<file path="config.mk">
export PLATFORM = sky130hd
export DESIGN_NAME = alu_operand_stage
export DESIGN_NICKNAME = d
export VERILOG_FILES = /design/src/rtl/alu_operand_stage.sv
export SDC_FILE = /design/constraint.sdc
export NUM_CORES = 1
export LEC_CHECK = 0
export ABC_AREA = 1
export BUFFER_PORTS_ARGS = -buffer_cell sky130_fd_sc_hd__buf_2
export CORE_MARGIN = 2
export CORE_UTILIZATION = 62
export CTS_CLUSTER_SIZE = 30
export DETAILED_ROUTE_END_ITERATION = 16
export GPL_TIMING_DRIVEN = 0
export PLACE_DENSITY = 0.95
export SYNTH_ARGS = -nofsm -noshare
export SYNTH_HDL_FRONTEND = slang
export SYNTH_SLANG_ARGS = --single-unit
</file>
<file path="constraint.sdc">
create_clock -name clk -period 8.1 [get_ports clk]
set_clock_uncertainty 0.05 [all_clocks]
set_input_delay 1.62 -clock clk [delete_from_list [all_inputs] [get_ports clk]]
set_output_delay 1.62 -clock clk [all_outputs]
set_load 0.02 [all_outputs]
</file>
<file path="src/rtl/alu_operand_stage.sv">
// Operand-fetch stage feeding the 8-bit ALU: register file with write-back
// bypass, plus a single-entry valid/ready slot holding in1/in2/alu_ctrl/out_rd.
module alu_operand_stage #(
  parameter int DATA_W = 8,
  parameter int NREGS  = 8,
  parameter int CTRL_W = 4,
  localparam int AW    = $clog2(NREGS)
) (
  input  logic              clk,
  input  logic              rst,
  input  logic              in_valid,
  output logic              in_ready,
  input  logic [AW-1:0]     rs1,
  input  logic [AW-1:0]     rs2,
  input  logic [AW-1:0]     rd,
  input  logic [DATA_W-1:0] imm,
  input  logic              use_imm,
  input  logic [CTRL_W-1:0] ctrl_in,
  input  logic              wb_en,
  input  logic [AW-1:0]     wb_addr,
  input  logic [DATA_W-1:0] wb_data,
  input  logic              flush,
  output logic              out_valid,
  input  logic              out_ready,
  output logic [DATA_W-1:0] in1,
  output logic [DATA_W-1:0] in2,
  output logic [CTRL_W-1:0] alu_ctrl,
  output logic [AW-1:0]     out_rd
);

  logic [DATA_W-1:0] regFile_q [NREGS];

  logic              valid_q, valid_d;
  logic [DATA_W-1:0] in1_q, in1_d;
  logic [DATA_W-1:0] in2_q, in2_d;
  logic [CTRL_W-1:0] ctrl_q, ctrl_d;
  logic [AW-1:0]     rd_q, rd_d;

  logic              wbLive;
  logic [DATA_W-1:0] readData1, readData2, operand2;
  logic              accept;

  // Writes land independently of flush and stall; x0 is never written.
  always_ff @(posedge clk or posedge rst) begin
    if (rst) begin
      for (int i = 0; i < NREGS; i++) begin
        regFile_q[i] <= '0;
      end
    end else if (wbLive) begin
      regFile_q[wb_addr] <= wb_data;
    end
  end

  assign wbLive = wb_en && (wb_addr != '0);

  always_comb begin
    readData1 = '0;
    readData2 = '0;
    if (rs1 != '0) begin
      readData1 = (wbLive && (wb_addr == rs1)) ? wb_data : regFile_q[rs1];
    end
    if (rs2 != '0) begin
      readData2 = (wbLive && (wb_addr == rs2)) ? wb_data : regFile_q[rs2];
    end
  end

  assign operand2 = use_imm ? imm : readData2;
  assign in_ready = !valid_q || out_ready;
  assign accept   = in_valid && in_ready && !flush;

  // Flush beats accept; data registers only change when a new instruction loads.
  always_comb begin
    valid_d = valid_q;
    in1_d   = in1_q;
    in2_d   = in2_q;
    ctrl_d  = ctrl_q;
    rd_d    = rd_q;
    if (flush) begin
      valid_d = 1'b0;
    end else if (accept) begin
      valid_d = 1'b1;
      in1_d   = readData1;
      in2_d   = operand2;
      ctrl_d  = ctrl_in;
      rd_d    = rd;
    end else if (out_ready && valid_q) begin
      valid_d = 1'b0;
    end
  end

  always_ff @(posedge clk or posedge rst) begin
    if (rst) begin
      valid_q <= 1'b0;
      in1_q   <= '0;
      in2_q   <= '0;
      ctrl_q  <= '0;
      rd_q    <= '0;
    end else begin
      valid_q <= valid_d;
      in1_q   <= in1_d;
      in2_q   <= in2_d;
      ctrl_q  <= ctrl_d;
      rd_q    <= rd_d;
    end
  end

  assign out_valid = valid_q;
  assign in1       = in1_q;
  assign in2       = in2_q;
  assign alu_ctrl  = ctrl_q;
  assign out_rd    = rd_q;

endmodule

</file>
==> out/metrics.csv <==
stage,metric,value,unit
sta,Final Max Tran Viols,0,
clock_network,total clock buffers created by CTS,9,
route,Routed WL,15.0,mm
yosys,post-synthesis cell type count,24,
yosys,"FF+latch count, synth",88,
floorplan,number of standard-cell rows in the floorplan,31,
clock_network,clock tree root driver cell,clkbuf_8,
setup_path,critical path type,in -> out,
yosys,average instance area after synthesis,7.30,um2
yosys,number of warnings reported in the yosys synthesis log,0,
yosys,most used standard cells in the synthesized netlist,"nand2_1, nand3_1, dfrtp_1",
yosys,most common cell in the synthesized netlist,nand2_1,
route,Initial DRT Pass Iterations,7,
finish,fraction of final layout cells with drive strength greater than 1,15.9,%
setup_path,kind of start point of the critical path,input port,
finish,post-route insts no fill,818,
route,average via count per standard cell,5.98,
sta,number of hold-slack violations in the final timing report,0,
setup_path,"slowest stage cell, crit path",buf_2,
clock_network,number of buffers added for setup after CTS,0,
setup_path,kind of end point of the critical path,output port,
setup_path,"Top cell by count, worst path",buf_2,
sta,pin slew with the least headroom to its limit,580,ps
yosys,nets in the synthesized netlist,686,
yosys,largest area contributor in the netlist,dfrtp_1,
setup_path,cells along the critical path,buf_2 -> nor2_1 -> inv_1 -> buf_2,
route,total vias in the final route,4890,
yosys,register area share after synthesis,46.6,%
sta,relative slew slack,61.3,%
finish,Antenna Cells,0,
yosys,"top cells by area, synth","dfrtp_1, nand2_1, nand3_1",
finish,Nets,754,
pwr,total power per unit cell area,216,mW/mm2
route,drt wl/cell,18.3,um
floorplan,Ports,64,
clock_network,number of gates resized after cts,0,
clock_network,CTS tree,done,
global_route,vias in the first global route,4628,
placed_design,number of input and output port buffers inserted,56,
route,Initial DRC Count,701,
setup_path,critical path arrival,2020,ps
sta,final-report setup violation count,0,
clock_network,CTS hold repair buffers,0,
sta,final cycle utilization of the critical path,45.5,%
setup_path,worst-path fanout max,3,
clock_network,clock latency on the worst-skew pair,370,ps
clock_network,maximum clock path buffer count,2,
sta,time the worst path needs with I/O delays and setup,3690,ps
route,DRC viols,0,
floorplan,die area,0.00833,mm2
yosys,summed instance area of the synthesized netlist,0.00472,mm2
outcome,run status,"complete, no violations",
sta,Max Freq,0.271,GHz
sta,RSZ-0062 raised after global routing,no,
floorplan,Horiz. Die Dim,91.3,um
global_route,GR Util All Layers,37.8,%
floorplan,core area,0.00733,mm2
global_route,antenna violations before repair,0,
placed_design,instance count after placement with tap cells included,803,
floorplan,starting utilization of the core area,64.4,%
yosys,Synth top area share,46.6,%
clock_network,depth of the CTS H-tree,3,
clock_network,post-CTS clock slew at the launch and capture registers of the worst setup and hold paths,70,ps
min_path,Hold/Removal Path Class,reg -> reg,
yosys,synthesized instance count,647,
yosys,async set-reset flop share out of synthesis,100,%
pwr,leakage power,2.68,nW
setup_path,Worst path max stage delay,150,ps
floorplan,die span in y,91.3,um
placed_design,last weighted congestion value of the routability-driven placer,1.05,
flow_run,MaxCap Viol Count,0,
clock_network,Sinks on Clock Net,88,
sta,aggregate negative setup slack,0,ps
finish,layout-stage area growth over the synthesis result,13.0,%
global_route,wire length of the first global-routing pass,23.9,mm
setup_path,worst path required time,6430,ps
placed_design,post-DP HPWL,10.9,mm
pwr,worst voltage drop across the vdd grid,158,uV
yosys,number of synthesized flops with an enable pin,0,
global_route,largest net degree at the start of global routing,47,
yosys,flip-flop cell with the highest count after synthesis,dfrtp_1,
route,antenna-violating nets left,0,
global_route,overflow left after global routing,0,
## layout by cell type, fill, tap and decap left out, types with 2 or more instances in the layout
| master | n |
|---|---|
| buf_4 | 4 |
| o21ai_0 | 57 |
| nand3_1 | 114 |
| nand2_1 | 244 |
| xnor2_1 | 3 |
| nor2_1 | 23 |
| nand4_1 | 4 |
| a21oi_1 | 25 |
| inv_1 | 23 |
| nor2_2 | 2 |
| o211ai_1 | 5 |
| dfrtp_1 | 88 |
| clkbuf_1 | 18 |
| clkbuf_8 | 10 |
| inv_2 | 6 |
| buf_2 | 79 |
## registers in the layout (all words and copies together) (netlist names)
signal	count
alu_ctrl	4
in1	8
in2	8
out_rd	3
out_valid	1
regFile_q	64
## worst max-delay path: cells and delay by family
| kind | cells | cell delay, ps |
|---|---|---|
| buffers and inverters | 3 | 310 |
| AND/OR/NAND/NOR | 1 | 90 |
## kinds of logic after synthesis
kind of cell	Yosys count	share of synthesized area, %
XOR/XNOR	4	0.901
buffers and inverters	75	7.05
flip-flops	88	46.6
AO/OA/AOI/OAI	90	10.3
AND/OR/NAND/NOR	390	35.1
## where the power goes
| group | internal [mW] | switching, mW | leakage, nW |
|---|---|---|---|
| Combinational | 0.0982 | 0.186 | 1.49 |
| Clock | 0.149 | 0.150 | 0.0925 |
| Sequential | 0.513 | 0.0574 | 1.10 |
## layer usage
layer | vias to the layer above | global-route usage, % | part of all wire (%)
met5 | - | 0 | 0
met1 | 2256 | 49.8 | 38
met2 | 331 | 57.2 | 44
met4 | 0 | 21.8 | 5.9
met3 | 65 | 9.05 | 11
li1 | 2238 | - | -
## worst paths after layout
path | startpoint | endpoint | slack (ps) | cells after the start
worst min-delay path | alu_ctrl[1] | alu_ctrl[1] | 430 | 2
worst max register to register | out_valid | in2[4] | 6530 | 7
worst max-delay path | out_ready | in_ready | 4410 | 4
worst min register to register | alu_ctrl[1] | alu_ctrl[1] | 430 | 2
min in group asynchronous | rst | regFile_q[56] | 1240 | 2
max in group asynchronous | rst | regFile_q[19] | 6140 | 3
## metrics by stage
step | setup WS (ps) | utilization (%) | instance area (um2) | hold slack, ps | total power [mW]
2_1_floorplan | 4150 | - | 4720 | 401 | 0.753
3_3_place_gp | 3350 | 69.9 | 5120 | 407 | 0.838
3_5_place_dp | 4410 | 70.2 | 5150 | 412 | 0.854
4_1_cts | 4410 | 72.8 | 5340 | 430 | 1.15
5_1_grt | 4390 | 72.8 | 5340 | 459 | 1.21
6_report | 4410 | 72.8 | 5340 | 433 | 1.15
## layout make-up
cell class,count,area (um2)
fill,575,2000
clock buffer,12,145
clock inverter,3,42.5
timing repair buffer,57,300
tap,99,124
multi-input combinational,484,2190
inverter,30,115
sequential,88,2200
buffer,45,220
(Power assumes the default switching activity.)
